## src/rtl/bs_cat_flush_if.sv

```systemverilog
// ----------------------------------------------------------------------------
// bs_cat_flush_if : fragment-in / packed-word-out handshake bundle  (rev 1.0)
// ----------------------------------------------------------------------------
`default_nettype none

interface bs_cat_flush_if #(
  parameter int DATA_WD = 32
);
  localparam int NUMB_WD = $clog2(DATA_WD);
  localparam int BYTE_WD = $clog2(DATA_WD / 8);

  logic               val_i;
  logic               rdy_o;
  logic [DATA_WD-1:0] dat_i;
  logic [NUMB_WD-1:0] numb_i;
  logic               flush_i;
  logic               val_o;
  logic               rdy_i;
  logic [DATA_WD-1:0] dat_o;
  logic               last_o;
  logic [BYTE_WD-1:0] byte_o;

  modport master (
    output val_i, dat_i, numb_i, flush_i, rdy_i,
    input  rdy_o, val_o, dat_o, last_o, byte_o
  );

  modport slave (
    input  val_i, dat_i, numb_i, flush_i, rdy_i,
    output rdy_o, val_o, dat_o, last_o, byte_o
  );
endinterface

`default_nettype wire

```

## src/rtl/bs_cat_flush.sv

```systemverilog
// ----------------------------------------------------------------------------
// bs_cat_flush : LSB-first bit-fragment packer with byte-padded flush  (rev 1.0)
// ----------------------------------------------------------------------------
`default_nettype none

module bs_cat_flush #(
  parameter int DATA_WD = 32
) (
  input  logic          clk,
  input  logic          rst,
  bs_cat_flush_if.slave bus
);
  localparam int NUMB_WD = $clog2(DATA_WD);
  localparam int BYTE_WD = $clog2(DATA_WD / 8);
  localparam int FIL_WD  = NUMB_WD + 1;
  localparam int SUM_WD  = FIL_WD + 1;
  localparam int ACC_WD  = 2 * DATA_WD;
  localparam logic [FIL_WD-1:0] WORD_FIL = FIL_WD'(DATA_WD);

  typedef enum logic [0:0] {
    RUN  = 1'b0,
    FLSH = 1'b1
  } state_t;

  state_t              state_q, state_d;
  logic [ACC_WD-1:0]   acc_q, acc_d;
  logic [FIL_WD-1:0]   fil_q, fil_d;
  logic                val_q, val_d;
  logic [DATA_WD-1:0]  dat_q, dat_d;
  logic                last_q, last_d;
  logic [BYTE_WD-1:0]  byte_q, byte_d;

  logic                rdy_w;
  logic                accept_w;
  logic                out_free_w;
  logic                flushing_w;
  logic                emit_w;
  logic [FIL_WD-1:0]   len_w;
  logic [DATA_WD-1:0]  mask_w;
  logic [ACC_WD-1:0]   frag_w;
  logic [ACC_WD-1:0]   acc_acc_w;
  logic [FIL_WD-1:0]   fil_acc_w;

  // Ready depends on registered state only, so no val_i/rdy_i -> rdy_o path.
  assign rdy_w      = (state_q == RUN) && (fil_q < WORD_FIL);
  assign accept_w   = bus.val_i && rdy_w;
  assign out_free_w = !val_q || bus.rdy_i;

  assign len_w  = (bus.numb_i == '0) ? WORD_FIL : {1'b0, bus.numb_i};
  assign mask_w = {DATA_WD{1'b1}} >> (WORD_FIL - len_w);
  assign frag_w = ACC_WD'(bus.dat_i & mask_w) << fil_q;

  always_comb begin
    acc_acc_w = acc_q;
    fil_acc_w = fil_q;
    if (accept_w) begin
      acc_acc_w = acc_q | frag_w;
      fil_acc_w = fil_q + len_w;
    end
  end

  // Once flushing, any leftover bits go out as a zero-padded final word.
  assign flushing_w = (state_q == FLSH) || (accept_w && bus.flush_i);
  assign emit_w     = out_free_w &&
                      ((fil_acc_w >= WORD_FIL) || (flushing_w && (fil_acc_w != '0)));

  always_comb begin
    state_d = state_q;
    acc_d   = acc_acc_w;
    fil_d   = fil_acc_w;
    val_d   = val_q && !bus.rdy_i;
    dat_d   = dat_q;
    last_d  = last_q;
    byte_d  = byte_q;

    if (val_q && bus.rdy_i) begin
      last_d = 1'b0;
      byte_d = '0;
    end

    if (emit_w) begin
      val_d  = 1'b1;
      dat_d  = acc_acc_w[DATA_WD-1:0];
      acc_d  = acc_acc_w >> DATA_WD;
      fil_d  = (fil_acc_w >= WORD_FIL) ? (fil_acc_w - WORD_FIL) : '0;
      last_d = flushing_w && (fil_acc_w <= WORD_FIL);
      byte_d = '0;
      if (flushing_w && (fil_acc_w <= WORD_FIL)) begin
        // ceil(fill/8) wraps to 0 for a completely full final word.
        byte_d = BYTE_WD'((SUM_WD'(fil_acc_w) + SUM_WD'(7)) >> 3);
      end
    end

    case (state_q)
      RUN: begin
        if (accept_w && bus.flush_i) begin
          state_d = FLSH;
        end
      end
      FLSH: begin
        if (val_q && bus.rdy_i && last_q) begin
          state_d = RUN;
        end
      end
      default: state_d = RUN;
    endcase
  end

  always_ff @(posedge clk) begin
    if (rst) begin
      state_q <= RUN;
      acc_q   <= '0;
      fil_q   <= '0;
      val_q   <= 1'b0;
      dat_q   <= '0;
      last_q  <= 1'b0;
      byte_q  <= '0;
    end else begin
      state_q <= state_d;
      acc_q   <= acc_d;
      fil_q   <= fil_d;
      val_q   <= val_d;
      dat_q   <= dat_d;
      last_q  <= last_d;
      byte_q  <= byte_d;
    end
  end

  assign bus.rdy_o  = rdy_w;
  assign bus.val_o  = val_q;
  assign bus.dat_o  = dat_q;
  assign bus.last_o = last_q;
  assign bus.byte_o = byte_q;

endmodule

`default_nettype wire

```

## src/flat_wrapper.sv

```systemverilog
// flat-port wrapper written by rule: the top's interface ports become plain ports
module bs_cat_flush_flat 
#(
  parameter int DATA_WD = 32
)
  (clk, rst, bus_val_i, bus_dat_i, bus_numb_i, bus_flush_i, bus_rdy_i, bus_rdy_o, bus_val_o, bus_dat_o, bus_last_o, bus_byte_o);
  bs_cat_flush_if #(.DATA_WD(DATA_WD)) bus_i ();
  input  logic clk;
  input  logic rst;
  input wire logic [$bits(bus_i.val_i)-1:0] bus_val_i;
  input wire logic [$bits(bus_i.dat_i)-1:0] bus_dat_i;
  input wire logic [$bits(bus_i.numb_i)-1:0] bus_numb_i;
  input wire logic [$bits(bus_i.flush_i)-1:0] bus_flush_i;
  input wire logic [$bits(bus_i.rdy_i)-1:0] bus_rdy_i;
  output wire logic [$bits(bus_i.rdy_o)-1:0] bus_rdy_o;
  output wire logic [$bits(bus_i.val_o)-1:0] bus_val_o;
  output wire logic [$bits(bus_i.dat_o)-1:0] bus_dat_o;
  output wire logic [$bits(bus_i.last_o)-1:0] bus_last_o;
  output wire logic [$bits(bus_i.byte_o)-1:0] bus_byte_o;
  assign bus_i.val_i = bus_val_i;
  assign bus_i.dat_i = bus_dat_i;
  assign bus_i.numb_i = bus_numb_i;
  assign bus_i.flush_i = bus_flush_i;
  assign bus_i.rdy_i = bus_rdy_i;
  assign bus_rdy_o = bus_i.rdy_o;
  assign bus_val_o = bus_i.val_o;
  assign bus_dat_o = bus_i.dat_o;
  assign bus_last_o = bus_i.last_o;
  assign bus_byte_o = bus_i.byte_o;
  bs_cat_flush #(.DATA_WD(DATA_WD)) u_core (.clk(clk), .rst(rst), .bus(bus_i));
endmodule
```

## config.mk

```make
export PLATFORM = sky130hd
export DESIGN_NAME = bs_cat_flush_flat
export DESIGN_NICKNAME = d
export VERILOG_FILES = /design/src/rtl/bs_cat_flush_if.sv /design/src/rtl/bs_cat_flush.sv /design/src/flat_wrapper.sv
export SDC_FILE = /design/constraint.sdc
export NUM_CORES = 1
export LEC_CHECK = 0
export BUFFER_PORTS_ARGS = -buffer_cell sky130_fd_sc_hd__buf_2
export CORE_AREA = 2 2 160 162
export CTS_BUF_LIST = sky130_fd_sc_hd__clkbuf_4
export DETAILED_ROUTE_END_ITERATION = 10
export DIE_AREA = 0 0 162 164
export HOLD_SLACK_MARGIN = 0.02
export PLACE_DENSITY = 0.5
export SYNTH_ARGS = -nofsm -noshare
export SYNTH_HDL_FRONTEND = slang
export SYNTH_SLANG_ARGS = --single-unit
export TNS_END_PERCENT = 5
```

## constraint.sdc

```tcl
create_clock -name clk -period 6.45 [get_ports clk]
set_clock_uncertainty 0.2 [all_clocks]
set_input_delay 0.645 -clock clk [delete_from_list [all_inputs] [get_ports clk]]
set_output_delay 0.645 -clock clk [all_outputs]
set_load 0.02 [all_outputs]
```

After elaboration in Yosys (flattened, before gate mapping) --
Index checks and enable logic that the tools add are counted. Widths: inputs -> output; s select.
Storage, ports and cells: register bits 107, bits in latches 0, RAM bits 0, memory bits (read-only) 0, input port bits 42, output and inout port bits 37, word-level logic and storage cells 53, memories 0
Operators by class: add/sub/neg operators 4, multipliers 0, div/mod/pow operators 0, order comparisons 3, eq/ne operators 0, shift operators 2, multiplexer cells 15, bitwise operators 3, reduce and logical (&&, ||, !) cells 18
Operator list (number):
- $mux 64 | 1
- $or 64x64->64 | 1
- $shl 64x6->64 | 1
- $and 32x32->32 | 1
- $mux 32 | 1
- $shr 32x6->32 const A | 1
- $mux 6 | 4
- $logic_and 1x1->1 | 9
- $add 6x6->6 | 1
- $ge 6x6->1 const B | 1
- $le 6x6->1 const B | 1
- $lt 6x6->1 const B | 1
- $mux 2 | 3
- $reduce_bool 6->1 | 1
- $sub 6x6->6 const A | 1
- $sub 6x6->6 const B | 1
- $add 5x3->5 const B | 1
- $logic_not 5->1 | 1
- $mux 1 | 5
- $logic_or 1x1->1 | 3
- $logic_not 1->1 | 2
- $pmux 1 s2 | 1
- $reduce_bool 2->1 | 1
- $reduce_or 2->1 | 1
- $not 1->1 | 1

Longest topological paths before layout --
word-level depth 9, mapped depth 14, mapped depth without buffers 10

Least setup slack after synthesis --
Ideal clock, no wire load.
path kind input port to flip-flop, start input port bus_numb_i[1], end register u_core.acc_q[16], setup time 0.126 ns, data arrival time 3.447 ns, data required time 6.124 ns, path slack 2.677 ns, cell stages on the path 12, buffers on the path 2, cells stage by stage buf_2 -> inv_1 -> ha_1 -> buf_6 -> or3_1 -> nor3_1 -> a21oi_1 -> mux4_2 -> o2bb2ai_1 -> mux2_2 -> a221oi_2 -> o22ai_1
Between the ends: longest elaborated chain between the ends 9, elaborated cells on any way between the ends 16, classes of those cells 2 x add/sub; 1 x order compare; 2 x shift; 4 x mux; 2 x bitwise; 5 x reduce/logical
RTL lines:
- from (decl) | RTL line flat_wrapper.sv:12 | input wire logic [$bits(bus_i.numb_i)-1:0] bus_numb_i;
- $logic_not 5->1 | RTL line bs_cat_flush.sv:49 | assign len_w = (bus.numb_i == '0) ? WORD_FIL : {1'b0, bus.numb_i};
- $mux 6 * | RTL line bs_cat_flush.sv:49
- $sub 6x6->6 or $add 6x6->6 (tied branches) | RTL line bs_cat_flush.sv:50, bs_cat_flush.sv:58
- $shr 32x6->32 or $mux 6 (tied branches) | RTL line bs_cat_flush.sv:50, bs_cat_flush.sv:56
- $and 32x32->32 or $reduce_bool 6->1 (tied branches) | RTL line bs_cat_flush.sv:51, bs_cat_flush.sv:65
- $shl 64x6->64 or $logic_and 1x1->1 (tied branches) | RTL line bs_cat_flush.sv:51, bs_cat_flush.sv:65
- $or 64x64->64 or $logic_or 1x1->1 (tied branches) | RTL line bs_cat_flush.sv:57, bs_cat_flush.sv:65
- $mux 64 or $logic_and 1x1->1 (tied branches) | RTL line bs_cat_flush.sv:56, bs_cat_flush.sv:64
- $mux 32 * | RTL line bs_cat_flush.sv:81 | if (emit_w) begin
- to (signal assigned) | RTL line bs_cat_flush.sv:112 | acc_q <= '0;
- to (signal assigned) | RTL line bs_cat_flush.sv:120 | acc_q <= acc_d;
- to (decl) | RTL line bs_cat_flush.sv:26 | logic [ACC_WD-1:0] acc_q, acc_d;
Every way passes the cells marked *; elsewhere a longest branch is shown, timed or not. A chain may end at the register's enable or synchronous reset.

Final worst setup path --
start input port bus_numb_i[1], end register u_core.acc_q[22]
The elaborated chain is that of the path after synthesis.

==> results.py <==
metrics = {
    "cts": {
        "cts_sinks": 107,
        "cts_tree": "yes",
        "clock_path_buffers": 2,
        "post_cts_buffers": 0,
        "cts_buffers": 9,
        "cts.root.buffer_cell": "clkbuf_4",
        "cts-hold-fix-buffers": 0,
        "path_clk_slew_ns": 0.17,
        "insertion_delay_ns": 0.48,
        "cts-resized-gates": 0,
        "htreeDepth": 3,
    },
    "floorplan": {
        "die_h_um": 164,
        "start_util": 0.295,
        "coreArea_mm2": 0.0248,
        "rows": 58,
        "io_pins": 79,
        "die-area_mm2": 0.0266,
        "die-width_um": 162,
    },
    "finish": {
        "final_nets": 1003,
        "multiInputGateArea_mm2": 0.00473,
        "syn2layout_area_growth_pct": 9.90,
        "regArea_mm2": 0.00214,
        "nFillCells": 2730,
        "drive_above_1_share": 0.175,
    },
    "synth": {
        "synthTopCellsByCount": "nor2_1 (109), dfxtp_1 (107), a21oi_1 (68)",
        "avgSynthCellArea_um2": 7.93,
        "syn_inst": 923,
        "ys_async_sr_fraction": 0,
        "yosysUniqueCellTypes": 94,
        "synth-warning-count": 0,
        "synth_fp_nets": 975,
        "synth_top_area_share": 0.293,
        "synth_top_area_cell": "dfxtp_1",
        "ys_top_cells_by_area": "dfxtp_1 (29%), nor2_1 (5.6%), a21oi_1 (4.7%)",
        "synth_edf_count": 0,
        "synth.most_common_cell": "nor2_1",
        "ys_seq_elements": 107,
        "yosysSeqAreaShare": 0.293,
        "synthFlopType": "dfxtp_1",
        "syn_area_mm2": 0.00732,
    },
    "setup_path": {
        "r2r-end": "u_core.acc_q[0]$_SDFF_PP0_",
        "crit_chain": "buf_2 > inv_1 > ha_1 > xor2_2 > nand4_1 > a31oi_1 > inv_1 > mux4_2 > a222oi_1 > a221oi_1 > o22ai_1",
        "cpMostUsedCell": "inv_1",
        "timing.setup.critical_path_class": "input port to flip-flop",
        "critPathRequiredTime_ns": 6.66,
        "ff2ff_setup_slack_ns": 2.13,
        "startpoint_type": "input port",
        "r2r_start": "u_core.fil_q[0]$_SDFF_PP0_",
        "arrival_ns": 4.65,
        "end_kind": "flip-flop",
        "cp_slowest_stage_delay_ns": 0.77,
        "cp_top_family": "compound AO/OA/AOI/OAI gates",
        "worst_path_max_delay_cell": "xor2_2",
        "rr_worst_depth": 11,
        "critPathMaxFanout": 22,
        "crit_buf_inv": 3,
    },
    "timing": {
        "slew_viol_final": 0,
        "max_freq_mhz": 226,
        "whs_ns": 0.219,
        "fin_crit_ns": 4.43,
        "hold_viol": 0,
        "fin_crit_sh": 0.687,
        "max_slew_margin": 0.231,
        "worst_slew_pin_slew_ns": 1.14,
        "setup_viol": 0,
        "rsz0062_at_grt": "no",
        "finalSetupTns_ns": 0,
    },
    "drt": {
        "wire_per_inst_um": 21.4,
        "wirelength_um": 27500,
        "route.detailed.drc": 0,
        "vias": 7586,
        "first_pass_iters": 5,
        "viasPerCell": 5.89,
        "drt_iter0_drc": 721,
        "ant_nets": 0,
    },
    "global_route": {
        "grt_overflow": 0,
        "grt_pass1_wl_um": 43200,
        "track_usage": 0.210,
        "grt_max_degree": 58,
        "grt_pass1_vias": 7276,
        "antenna_found_initial": 1,
    },
    "pwr": {
        "pwr_density_cell_mw_per_mm2": 242,
        "p_sw_mw": 0.834,
        "power.leakage_nw": 3.00,
        "peakVddDrop_mv": 0.116,
        "combPwrFrac": 0.434,
        "switching_share": 0.429,
        "intPower_mw": 1.11,
        "seqPwrFrac": 0.388,
        "clockPowerShare": 0.178,
    },
    "hold_path": {
        "holdCritPathClass": "input port to flip-flop",
        "holdPathEnd": "u_core.state_q$_SDFF_PP0_",
        "worstHoldStart": "bus_flush_i",
        "min_path_cells": 3,
    },
    "place": {
        "place_hpwl_um": 20600,
        "gp_congestion": 0.969,
        "portBuffers": 78,
    },
    "outcome": {
        "outcome": "complete, no violations",
    },
    "job": {
        "drv_cap": 0,
    },
}
-- cells by family (layout without fill, tap and decap cells) --
family / count (synthesis) / count (layout) / share of synthesized area
AOI/OAI and AO/OA: 373 / 373 / 0.374
and+or+nand+nor: 301 / 301 / 0.202
DFF: 107 / 107 / 0.293
buffers and inverters: 106 / 139 / 0.0641
muxes: 17 / 17 / 0.0363
adders and majority gates: 10 / 10 / 0.0181
xor gates and xnor gates: 9 / 9 / 0.0128
other: 0 / 1 / 0
-- layer usage --
metal / part of all wire / track usage / vias to the layer above
li1: - / - / 3609
met1: 0.46 / 0.285 / 3658
met2: 0.46 / 0.334 / 272
met3: 0.054 / 0.0333 / 47
met4: 0.032 / 0.0841 / 0
met5: 0 / 0 / -
-- worst reg2reg max path, cell delays in order, from the launching register on --
cell,delay [ns]
dfxtp_1,0.52
ha_1,0.34
fa_1,0.46
a21o_1,0.19
a21o_1,0.17
a221oi_1,0.45
nand3_1,0.35
a22oi_2,0.77
buf_4,0.32
nor2_1,0.06
a222oi_1,0.28
o21ai_1,0.11
-- through the flow --
step / setup slack [ns] / instances / util / total power [mW] / cell area [µm²]
after CTS: 2.03 / 1286 / 0.324 / 1.96 / 8040
after global routing: 1.72 / 1287 / 0.324 / 2.07 / 8040
after detailed placement: 1.55 / 1270 / 0.318 / 1.61 / 7900
after global placement: 1.60 / 1270 / 0.318 / 1.61 / 7900
after floorplan: 2.68 / 923 / - / 1.34 / 7320
final: 2.02 / 1287 / 0.324 / 1.95 / 8040
-- cell type report --
| class | instances | share of cell area |
|---|---|---|
| Sequential cell | 107 | 0.267 |
| Timing Repair Buffer | 93 | 0.0626 |
| Multi-Input combinational cell | 710 | 0.588 |
| Clock buffer | 9 | 0.00840 |
| Inverter | 30 | 0.0140 |
| Antenna cell | 1 | 0.000311 |
| Clock inverter | 7 | 0.00856 |
| Tap cell | 330 | 0.0514 |
-- flip-flops by register name (all words and copies together), names as in the netlist --
signal	cells
u_core.acc_q	64
u_core.bus.byte_o	2
u_core.bus.dat_o	32
u_core.bus.last_o	1
u_core.bus.val_o	1
u_core.fil_q	6
u_core.state_q	1
-- power groups by stage --
stage | combinational [mW] | sequential (mW) | clock [mW]
floorplan | 0.546 | 0.791 | 0
CTS | 0.839 | 0.756 | 0.362
global route | 0.916 | 0.763 | 0.386
global placement | 0.838 | 0.770 | 0
detailed placement | 0.836 | 0.770 | 0
finish | 0.845 | 0.755 | 0.346
-- placed cells by master, fill, tap and decap left out, types with 7 or more instances in the layout --
cell type and n:
nand2_1 67, and2_1 9, a221o_1 7, o31ai_1 17, or3_1 8, a311oi_1 9
inv_1 27, mux4_2 7, a22oi_1 12, a31oi_1 17, a21oi_1 68, nor2_1 108
a21o_1 16, nor3_1 28, dfxtp_1 106, ha_1 9, nand3_1 16, a22o_1 20
and3_1 8, o21ai_0 52, buf_4 15, buf_2 78, o2bb2ai_1 10, a31o_2 7
o22ai_1 17, a211oi_1 14, a221oi_1 14, nor4_1 11, o32ai_1 7, clkbuf_4 9
-- worst max path at each step --
stage / from / to / slack (ns) / cells after the start
floorplan: bus_numb_i[1] / u_core.acc_q[16]$_SDFF_PP0_ / 2.68 / 12
global placement: bus_numb_i[1] / u_core.acc_q[22]$_SDFF_PP0_ / 1.60 / 11
detailed placement: bus_numb_i[1] / u_core.acc_q[22]$_SDFF_PP0_ / 1.55 / 11
CTS: u_core.fil_q[0]$_SDFF_PP0_ / u_core.acc_q[0]$_SDFF_PP0_ / 2.03 / 11
global route: bus_numb_i[1] / u_core.acc_q[8]$_SDFF_PP0_ / 1.72 / 11
finish: bus_numb_i[1] / u_core.acc_q[22]$_SDFF_PP0_ / 2.02 / 11
No activity file was read; power rests on OpenSTA's default activity.
